File: src/rtl/stepper_pkg.sv
// Shared definitions for the dispenser stepper coil bus: phase patterns,
// slot geometry and the move-tracking FSM encoding.
package stepper_pkg;

  localparam logic [3:0] PH_OFF = 4'b0000;
  localparam logic [3:0] PH_A   = 4'b1000;
  localparam logic [3:0] PH_B   = 4'b0100;
  localparam logic [3:0] PH_C   = 4'b0010;
  localparam logic [3:0] PH_D   = 4'b0001;

  localparam int STEPS_PER_SLOT = 512;
  localparam int NUM_SLOTS      = 4;
  localparam int STEPS_PER_REV  = STEPS_PER_SLOT * NUM_SLOTS;
  localparam int POS_W          = $clog2(STEPS_PER_REV);
  localparam int SLOT_SHIFT     = $clog2(STEPS_PER_SLOT);

  typedef enum logic {
    IDLE   = 1'b0,
    MOVING = 1'b1
  } move_state_t;

  // Successor of an illegal pattern is 1111, which can never match a legal cur.
  function automatic logic [3:0] next_phase(input logic [3:0] p);
    logic [3:0] n;
    case (p)
      PH_OFF:  n = PH_A;
      PH_A:    n = PH_B;
      PH_B:    n = PH_C;
      PH_C:    n = PH_D;
      PH_D:    n = PH_A;
      default: n = 4'b1111;
    endcase
    return n;
  endfunction

  function automatic logic is_legal(input logic [3:0] p);
    logic ok;
    case (p)
      PH_OFF, PH_A, PH_B, PH_C, PH_D: ok = 1'b1;
      default:                        ok = 1'b0;
    endcase
    return ok;
  endfunction

endpackage

File: src/rtl/coil_sync.sv
// Multi-stage synchronizer for the asynchronous coil bus; all stages clear
// to zero on reset so a released reset never fabricates a phase change.
module coil_sync #(
  parameter int STAGES = 2,
  parameter int WIDTH  = 4
) (
  input  logic             clk,
  input  logic             rst_n,
  input  logic [WIDTH-1:0] d,
  output logic [WIDTH-1:0] q
);

  logic [STAGES-1:0][WIDTH-1:0] chain;

  always_ff @(posedge clk or negedge rst_n) begin
    if (!rst_n) begin
      chain <= '0;
    end else begin
      chain[0] <= d;
      for (int i = 1; i < STAGES; i++) begin
        chain[i] <= chain[i-1];
      end
    end
  end

  assign q = chain[STAGES-1];

endmodule

File: src/rtl/stepper_phase_monitor.sv
// Receive-side decoder for the stepper coil bus: validates the phase sequence,
// tracks absolute position and reports the compartment reached once motion settles.
module stepper_phase_monitor
  import stepper_pkg::*;
#(
  parameter int SETTLE_CYCLES = 1000000,
  parameter int SYNC_STAGES   = 2
) (
  input  logic                 clk,
  input  logic                 rst_n,
  input  logic [3:0]           coil_in,
  input  logic                 clear_err,
  output logic                 step_pulse,
  output logic [POS_W-1:0]     step_count,
  output logic [POS_W-1:0]     move_steps,
  output logic [NUM_SLOTS-1:0] slot_onehot,
  output logic                 moving,
  output logic                 arrived,
  output logic                 err_illegal,
  output logic                 err_skip,
  output logic                 err_misalign
);

  localparam int SETTLE_W = (SETTLE_CYCLES > 1) ? $clog2(SETTLE_CYCLES) : 1;
  localparam logic [SETTLE_W-1:0] SETTLE_MAX = SETTLE_W'(SETTLE_CYCLES - 1);

  logic [3:0]           cur;
  logic [3:0]           prev;
  logic                 changed;
  logic                 step_ok;
  logic                 skip_hit;
  logic                 illegal_hit;
  logic [POS_W-1:0]     move_cnt;
  logic [SETTLE_W-1:0]  settle_cnt;
  logic                 start_move;
  logic                 settle_done;
  logic                 aligned;
  logic [NUM_SLOTS-1:0] slot_code;
  move_state_t          state_q;
  move_state_t          state_d;

  coil_sync #(
    .STAGES(SYNC_STAGES),
    .WIDTH (4)
  ) u_coil_sync (
    .clk  (clk),
    .rst_n(rst_n),
    .d    (coil_in),
    .q    (cur)
  );

  assign changed = (cur != prev);

  // An illegal prev has no successor, so anything but de-energise after it is a skip.
  always_comb begin
    step_ok     = 1'b0;
    skip_hit    = 1'b0;
    illegal_hit = 1'b0;
    if (changed) begin
      if (!is_legal(cur)) begin
        illegal_hit = 1'b1;
      end else if (cur == next_phase(prev)) begin
        step_ok = 1'b1;
      end else if (cur != PH_OFF) begin
        skip_hit = 1'b1;
      end
    end
  end

  assign aligned = (step_count[SLOT_SHIFT-1:0] == '0);

  always_comb begin
    slot_code = '0;
    slot_code[step_count[POS_W-1:SLOT_SHIFT]] = 1'b1;
  end

  always_ff @(posedge clk or negedge rst_n) begin
    if (!rst_n) begin
      state_q <= IDLE;
    end else begin
      state_q <= state_d;
    end
  end

  // Settling only completes on a quiet cycle, so a step landing on expiry keeps the move open.
  always_comb begin
    state_d     = state_q;
    start_move  = 1'b0;
    settle_done = 1'b0;
    case (state_q)
      IDLE: begin
        if (step_ok) begin
          state_d    = MOVING;
          start_move = 1'b1;
        end
      end
      MOVING: begin
        if (!changed && settle_cnt == SETTLE_MAX) begin
          state_d     = IDLE;
          settle_done = 1'b1;
        end
      end
      default: state_d = IDLE;
    endcase
  end

  always_ff @(posedge clk or negedge rst_n) begin
    if (!rst_n) begin
      prev         <= PH_OFF;
      step_pulse   <= 1'b0;
      step_count   <= '0;
      move_cnt     <= '0;
      move_steps   <= '0;
      settle_cnt   <= '0;
      slot_onehot  <= NUM_SLOTS'(1);
      moving       <= 1'b0;
      arrived      <= 1'b0;
      err_illegal  <= 1'b0;
      err_skip     <= 1'b0;
      err_misalign <= 1'b0;
    end else begin
      prev       <= cur;
      step_pulse <= step_ok;
      arrived    <= settle_done;
      moving     <= (state_d == MOVING);

      if (step_ok) begin
        step_count <= step_count + 1'b1;
      end

      if (start_move) begin
        move_cnt <= POS_W'(1);
      end else if (step_ok && move_cnt != '1) begin
        move_cnt <= move_cnt + 1'b1;
      end

      if (changed || state_q == IDLE || settle_done) begin
        settle_cnt <= '0;
      end else begin
        settle_cnt <= settle_cnt + 1'b1;
      end

      if (settle_done) begin
        move_steps  <= move_cnt;
        slot_onehot <= aligned ? slot_code : '0;
      end

      // New errors take priority over a coincident clear.
      if (illegal_hit) begin
        err_illegal <= 1'b1;
      end else if (clear_err) begin
        err_illegal <= 1'b0;
      end

      if (skip_hit) begin
        err_skip <= 1'b1;
      end else if (clear_err) begin
        err_skip <= 1'b0;
      end

      if (settle_done && !aligned) begin
        err_misalign <= 1'b1;
      end else if (clear_err) begin
        err_misalign <= 1'b0;
      end
    end
  end

endmodule

File: config.mk
export PLATFORM = sky130hd
export DESIGN_NAME = stepper_phase_monitor
export DESIGN_NICKNAME = d
export VERILOG_FILES = /design/src/rtl/stepper_pkg.sv /design/src/rtl/coil_sync.sv /design/src/rtl/stepper_phase_monitor.sv
export SDC_FILE = /design/constraint.sdc
export NUM_CORES = 1
export LEC_CHECK = 0
export BUFFER_PORTS_ARGS = -buffer_cell sky130_fd_sc_hd__buf_4
export CAP_MARGIN = 20
export CORE_MARGIN = 2
export CORE_UTILIZATION = 25
export DETAILED_ROUTE_END_ITERATION = 16
export GPL_TIMING_DRIVEN = 0
export PLACE_DENSITY = 0.53
export RECOVER_POWER = 25
export SLEW_MARGIN = 40
export SYNTH_ARGS = -nofsm -noshare
export SYNTH_HDL_FRONTEND = slang
export SYNTH_SLANG_ARGS = --single-unit
File: constraint.sdc
create_clock -name clk -period 5.8 [get_ports clk]
set_clock_uncertainty 0.1 [all_clocks]
set_input_delay 0.29 -clock clk [delete_from_list [all_inputs] [get_ports clk]]
set_output_delay 0.29 -clock clk [all_outputs]
set_load 0.005 [all_outputs]
==> results of run 1 <==
==> worst max-delay path: stages, from the launching register on <==
cell	delay [ps]
dfrtp_1	370
buf_2	180
maj3_2	310
o21ai_0	250
nand2_1	180
a211oi_2	450
buf_4	270
nand2_1	60
a22o_1	230
==> registers in the layout, indices dropped and copies added (netlist names) <==
| name | cells |
|---|---|
| prev | 4 |
| step_count | 11 |
| slot_onehot | 4 |
| settle_cnt | 20 |
| err_skip | 1 |
| err_misalign | 1 |
| err_illegal | 1 |
| move_cnt | 11 |
| u_coil_sync.q | 4 |
| step_pulse | 1 |
| move_steps | 11 |
| moving | 1 |
| u_coil_sync.chain | 4 |
| arrived | 1 |
==> per-layer routing <==
metal / share of wire, % / up-vias / global-route usage (%)
met3: 5.8 / 12 / 3.34
met1: 46 / 1229 / 13.8
met5: 0 / - / 0
met4: 2.1 / 0 / 6.03
li1: - / 1249 / -
met2: 46 / 53 / 16.8
==> worst max path at each step <==
stage	to	startpoint	slack [ps]	cells after the start
finish	move_cnt[7]$_DFFE_PN0P_	u_coil_sync.q[3]$_DFF_PN0_	3290	8
global route	step_count[8]$_DFFE_PN0P_	u_coil_sync.q[3]$_DFF_PN0_	3080	8
CTS	move_cnt[7]$_DFFE_PN0P_	u_coil_sync.q[3]$_DFF_PN0_	3260	8
detailed placement	move_cnt[7]$_DFFE_PN0P_	u_coil_sync.q[3]$_DFF_PN0_	3270	8
global placement	move_cnt[7]$_DFFE_PN0P_	u_coil_sync.q[3]$_DFF_PN0_	3250	8
floorplan	move_cnt[7]$_DFFE_PN0P_	u_coil_sync.q[2]$_DFF_PN0_	3670	8
==> kinds of logic after synthesis <==
logic type      Yosys count  synth area share (%)
compound gates           48                  9.03
simple gates            126                  18.3
xor+xnor                 34                  8.70
buf+inv                  27                  3.44
mux                      11                  3.62
fa+ha+maj                 6                  2.08
flops                    75                  54.9
==> cell usage after synthesis, types with 2 or more instances <==
cell | count | share of area (%)
buf_4 | 3 | 0.66
inv_1 | 13 | 1.4
nor3_1 | 3 | 0.44
or3_1 | 3 | 0.55
ha_1 | 4 | 1.5
a21boi_1 | 2 | 0.44
buf_2 | 4 | 0.58
xnor2_1 | 18 | 4.6
o31ai_1 | 4 | 0.88
nor2b_1 | 2 | 0.37
and3_1 | 13 | 2.4
and4_1 | 3 | 0.77
a41oi_1 | 2 | 0.51
mux2_2 | 11 | 3.6
dfrtp_1 | 74 | 54
o21ai_0 | 9 | 1.3
a21oi_1 | 13 | 1.9
nor2_1 | 35 | 3.8
o21ai_1 | 4 | 0.58
xor2_1 | 16 | 4.1
clkbuf_1 | 6 | 0.66
nor4_1 | 3 | 0.55
o22ai_1 | 2 | 0.37
nand2_1 | 32 | 3.5
nand4_1 | 11 | 2.0
nand3_1 | 15 | 2.2
==> per-stage QoR <==
step                      worst slack (ps)  cell area, um2  power, mW  cells  hold slack [ps]
after floorplan                       3670            3420      0.663    327             -106
after global placement                3250            3930      0.723    541              239
after detailed placement              3270            3930      0.727    541              235
after CTS                             3260            4260       1.25    562             33.2
after global routing                  3080            4260       1.30    562             39.8
final                                 3290            4260       1.23    562             40.7
==> cells in the final DEF (no fill, tap or decap), types with 11 or more instances in the layout <==
master and instances:
dfrtp_1 74, buf_4 36, nor2_1 35, nand2_1 32, xnor2_1 18, xor2_1 16
nand3_1 15, and3_1 13, inv_1 13, a21oi_1 13, nand4_1 11, mux2_2 11
==> cell type report <==
cell class | instances | area [um2] | area share [%]
sequential | 75 | 1880 | 44.1
timing repair buffer | 43 | 339 | 7.97
buffer | 14 | 68.8 | 1.62
clock inverter | 2 | 10.0 | 0.235
inverter | 13 | 48.8 | 1.15
tap | 176 | 220 | 5.17
multi-input combinational | 225 | 1430 | 33.5
clock buffer | 14 | 264 | 6.20
==> power breakdown <==
part	leakage (nW)	switching, mW	internal [mW]
registers	1.00	0.0304	0.549
logic	0.773	0.0788	0.0601
clock network	0.137	0.203	0.312
total	1.91	0.313	0.920
==> flow_summary.json, run 1 <==
{
  "status": "completed",
  "io_pins": 39,
  "wl_per_cell_um": 12.9,
  "grt_pass1_vias": 2575,
  "dr.pass1.iters": 4,
  "hold_viol_final": 0,
  "arrival_ps": 2640,
  "postCtsSetupBuffers": 0,
  "cts_tree": "done",
  "yosysUniqueCellTypes": 48,
  "htree_levels": 3,
  "clock_path_buffers": 2,
  "p_leak_nw": 1.91,
  "port_buffers": 38,
  "wirelength_mm": 7.28,
  "hold_class": "in -> reg",
  "post_cts_resized": 0,
  "synth_nets": 338,
  "vdd_drop_max_mv": 0.179,
  "diodes": 0,
  "max_freq_mhz": 398,
  "synth_seq_area_share_pct": 54.9,
  "clock_sinks": 75,
  "min_from": "clear_err",
  "start_util_pct": 25.7,
  "syn_to_final_growth_pct": 24.3,
  "vias": 2543,
  "maxCapViolations": 0,
  "core_area_um2": 13300,
  "dieArea_um2": 14600,
  "clk_pin_slew_ps": 60,
  "synth_warnings": 0,
  "cts-root-buf": "clkbuf_16",
  "globalplace.congestion": 0.801,
  "drc_errors": 0,
  "min_path_cells": 2,
  "tightest_slew_ps": 670,
  "critPathCaptureType": "flop",
  "fill_cells": 1357,
  "min_to": "err_skip$_DFFE_PN0P_",
  "numCtsBuffers": 9,
  "grt_pass1_wl_mm": 12.5,
  "antenna_found_initial": 0,
  "rrSetupSlack_ps": 3290,
  "post-route-period-util_pct": 43.3,
  "relSlewSlack_pct": 55.3,
  "synthFlopType": "dfrtp_1",
  "crit_fanout": 10,
  "synthArstFlopShare_pct": 100,
  "worstPathRequired_ps": 5920,
  "die_h_um": 121,
  "timing.rr.end": "move_cnt[7]$_DFFE_PN0P_",
  "gr-usage-all-layers_pct": 11.0,
  "start_kind": "flop",
  "grt_max_degree": 76,
  "finalMaxSlewViolations": 0,
  "clk_latency_ps": 340,
  "netlist_instances": 327,
  "drive_gt1_share_pct": 18.9,
  "ys_seq_elements": 75,
  "nets": 392,
  "cts_hold_buf": 5,
  "r2r_cells": 8,
  "final.setup.tns_ps": 0,
  "rsz0062_at_grt": "false",
  "die_x_um": 121,
  "power_density_nw_per_um2": 290,
  "fin_crit_ps": 2510,
  "globalRouteOverflowTotal": 0,
  "routed_via_density": 4.52,
  "synth_area_um2": 3420,
  "r2r-start": "u_coil_sync.q[3]$_DFF_PN0_",
  "dpl.hpwl_mm": 4.98,
  "path_class": "reg -> reg",
  "final_antenna_net_count": 0,
  "drtIter0Drc": 141,
  "rows": 42,
  "final_util_pct": 32.0,
  "synth_edf_count": 0,
  "finalSetupViolations": 0,
  "syn_avg_cell_area_um2": 10.5
}
No activity file was read; power rests on OpenSTA's default activity.
==> run 2: changes to the inputs <==
--- a/config.mk
+++ b/config.mk
@@ -5,13 +5,14 @@
 export SDC_FILE = /design/constraint.sdc
 export NUM_CORES = 1
 export LEC_CHECK = 0
+export ABC_AREA = 1
 export BUFFER_PORTS_ARGS = -buffer_cell sky130_fd_sc_hd__buf_4
 export CAP_MARGIN = 20
 export CORE_MARGIN = 2
 export CORE_UTILIZATION = 25
 export DETAILED_ROUTE_END_ITERATION = 16
 export GPL_TIMING_DRIVEN = 0
-export PLACE_DENSITY = 0.53
+export PLACE_DENSITY = 0.54
 export RECOVER_POWER = 25
 export SLEW_MARGIN = 40
 export SYNTH_ARGS = -nofsm -noshare
==> constraint.sdc (replaced) <==
create_clock -name clk -period 2.2 [get_ports clk]
set_clock_uncertainty 0.1 [all_clocks]
set_input_delay 0.11 -clock clk [delete_from_list [all_inputs] [get_ports clk]]
set_output_delay 0.11 -clock clk [all_outputs]
set_load 0.005 [all_outputs]
==> run 2 against run 1 <==
Compared with the run above:
- cell count up 21%
- design area grew 7.4%
- maximum frequency grew 25%
- die area is 5.8% higher
- via count rose by 16%
- critical path depth rose by 3
- first-iteration DRC count rose by 28%
- synthesized cell count grew 31%
==> flow_summary.json, run 2 <==
{
  "status": "completed",
  "synth_area_um2": 3630,
  "finish.instance_area_um2": 4570,
  "worstPathRequired_ps": 2310,
  "synth_edf_count": 0,
  "crit_slowest_cell": "dfrtp_1",
  "clk_pin_slew_ps": 60,
  "dr.pass1.iters": 4,
  "finalSetupViolations": 0,
  "timing.rr.end": "move_cnt[3]$_DFFE_PN0P_",
  "netlist_instances": 430,
  "synth_area_leaders": "dfrtp_1 51%, nand2_1 10%, inv_1 6.1%",
  "use_met2_pct": 18.2,
  "clk_latency_ps": 330,
  "final_util_pct": 31.8,
  "io_pins": 39,
  "grt_pass1_vias": 2924,
  "vias": 2945,
  "drtIter0Drc": 181,
  "synthArstFlopShare_pct": 100,
  "core_area_um2": 14400,
  "antenna_found_initial": 0,
  "die_h_um": 124,
  "numCtsBuffers": 9,
  "wirelength_mm": 7.90,
  "max_freq_mhz": 496,
  "dp.cells": 652,
  "power.share.clock_pct": 43.3,
  "syn_to_final_growth_pct": 25.9,
  "dieArea_um2": 15500,
  "cts_tree": "done",
  "syn_avg_cell_area_um2": 8.44,
  "grt_pass1_wl_mm": 13.7,
  "r2r_cells": 11,
  "mostFrequentLayoutCells": "96 x nand2_1, 74 x dfrtp_1, 59 x inv_1, 43 x nor2_1, 34 x buf_4",
  "relSlewSlack_pct": 30.2,
  "min_to": "u_coil_sync.q[2]$_DFF_PN0_",
  "yosys-top-cells-count": "97 x nand2_1, 74 x dfrtp_1, 59 x inv_1",
  "synth_warnings": 0,
  "globalplace.congestion": 0.832,
  "largest_register": "settle_cnt",
  "synth_seq_area_share_pct": 51.7,
  "largest_register_ffs": 20,
  "gr-usage-all-layers_pct": 10.8,
  "placed_area_um2": 4150,
  "crit_chain": "ha_1 -> nand3_1 -> nor2_1 -> nand4_1 -> nor2_1 -> nand4_1 -> inv_1 -> nor2_4 -> buf_6 -> nand2_1 -> o21ai_0",
  "final_common_cell": "nand2_1",
  "clock_path_buffers": 2,
  "critPathCaptureType": "flop",
  "p_sw_mw": 0.861,
  "switching_share_pct": 25.5,
  "rrSetupSlack_ps": 190,
  "htree_levels": 3,
  "p_leak_nw": 2.14,
  "routed_via_density": 4.32,
  "fin_ws_ps": 186,
  "start_kind": "flop",
  "nets": 503,
  "diodes": 0,
  "min_path_cells": 0,
  "p_int_mw": 2.51,
  "rows": 44,
  "finalMaxSlewViolations": 0,
  "maxCapViolations": 0,
  "dp_slack_ps": -85.9,
  "start_util_pct": 25.3,
  "die_x_um": 124,
  "tightest_slew_ps": 1050,
  "drive_gt1_share_pct": 16.3,
  "sequentialPowerShare_pct": 45.0,
  "ys_seq_elements": 75,
  "yosysUniqueCellTypes": 29,
  "grt.busiest_layer": "met2",
  "dpl.hpwl_mm": 5.70,
  "cts-root-buf": "clkbuf_16",
  "critPathMaxStageDelay_ps": 400,
  "grtUsageMet1_pct": 13.2,
  "grtUsageMet3_pct": 2.88,
  "fin_crit_ps": 2010,
  "stdcell_count": 681,
  "wl_per_cell_um": 11.6,
  "power_density_nw_per_um2": 738,
  "hold_viol_final": 0,
  "synth_top_cell_area_share_pct": 51.0,
  "synth_nets": 441,
  "drc_errors": 0,
  "hold_class": "reg -> reg",
  "globalRouteOverflowTotal": 0,
  "yosysTopAreaCell": "dfrtp_1",
  "synth.most_common_cell": "nand2_1",
  "crit_fanout": 10,
  "r2r-start": "move_cnt[0]$_DFFE_PN0P_",
  "comb_power_share_pct": 11.7,
  "port_buffers": 38,
  "rsz0062_at_grt": "false",
  "clock_sinks": 75,
  "grt_max_degree": 76,
  "arrival_ps": 2120,
  "fill_cells": 1504,
  "min_from": "u_coil_sync.chain[2]$_DFF_PN0_",
  "path_class": "reg -> reg",
  "vdd_drop_max_mv": 0.335,
  "post-route-period-util_pct": 91.6,
  "synthFlopType": "dfrtp_1",
  "final_antenna_net_count": 0
}
==> run 2: worst max path at each step <==
stage	slack (ps)	from	cells past startpoint	endpoint
final	190	move_cnt[0]$_DFFE_PN0P_	11	move_cnt[3]$_DFFE_PN0P_
after global routing	0.3	settle_cnt[0]$_DFF_PN0_	9	settle_cnt[14]$_DFF_PN0_
after CTS	70	settle_cnt[0]$_DFF_PN0_	9	move_steps[10]$_DFFE_PN0P_
after detailed placement	-90	settle_cnt[0]$_DFF_PN0_	9	move_steps[9]$_DFFE_PN0P_
after global placement	-60	settle_cnt[0]$_DFF_PN0_	9	move_steps[10]$_DFFE_PN0P_
after floorplan	410	prev[2]$_DFF_PN0_	11	move_cnt[4]$_DFFE_PN0P_
==> run 2: power groups by stage <==
| stage | clock network [mW] | logic [mW] | registers (mW) |
|---|---|---|---|
| after floorplan | 0 | 0.222 | 1.53 |
| after global placement | 0 | 0.368 | 1.54 |
| after detailed placement | 0 | 0.376 | 1.54 |
| after CTS | 1.51 | 0.387 | 1.52 |
| after global routing | 1.56 | 0.457 | 1.53 |
| final | 1.46 | 0.393 | 1.52 |
==> run 2: worst max-delay path, delay by kind of cell, from the launching register on <==
kind | cells | cell delay, ps
fa+ha+maj | 1 | 220
simple gates | 7 | 820
buf+inv | 2 | 270
flops | 1 | 400
compound gates | 1 | 80
==> run 2: cells by family after synthesis <==
kind of cell / Yosys count / share of synthesized area [%]
simple gates: 221 / 27.9
flops: 75 / 51.7
buf+inv: 68 / 7.62
compound gates: 38 / 5.58
xor+xnor: 24 / 5.79
fa+ha+maj: 4 / 1.38
==> run 2: repair_timing <==
item                                    4_1_cts  5_1_grt
resized for setup                             3        5
gates cloned                                  0        0
endpoints found under the setup margin       16       33
pin swaps                                     0        2
setup buffers                                 0        7
endpoints found under the hold margin        81        0
hold buffers                                  6        0
==> run 2: layout make-up <==
type | instances | area [um2] | area share (%)
sequential | 75 | 1880 | 41.1
multi-input combinational | 287 | 1490 | 32.5
timing repair buffer | 51 | 398 | 8.71
clock buffer | 12 | 246 | 5.39
inverter | 61 | 231 | 5.06
tap | 184 | 230 | 5.04
clock inverter | 4 | 51.3 | 1.12
buffer | 7 | 47.5 | 1.04
==> run 2: metal layers <==
metal	wire, um	vias to the layer above
li1	-	1501
met1	3640	1392
met2	3880	41
met3	246	11
met4	125	0
met5	0	-
==> run 2: through the flow <==
step                      hold WS (ps)  power, mW  TNS [ps]
after floorplan                   -286       1.75         0
after detailed placement          97.3       1.92      -892
final                              242       3.37         0
after global routing               246       3.55         0
after global placement             123       1.91      -420
after CTS                          243       3.42         0
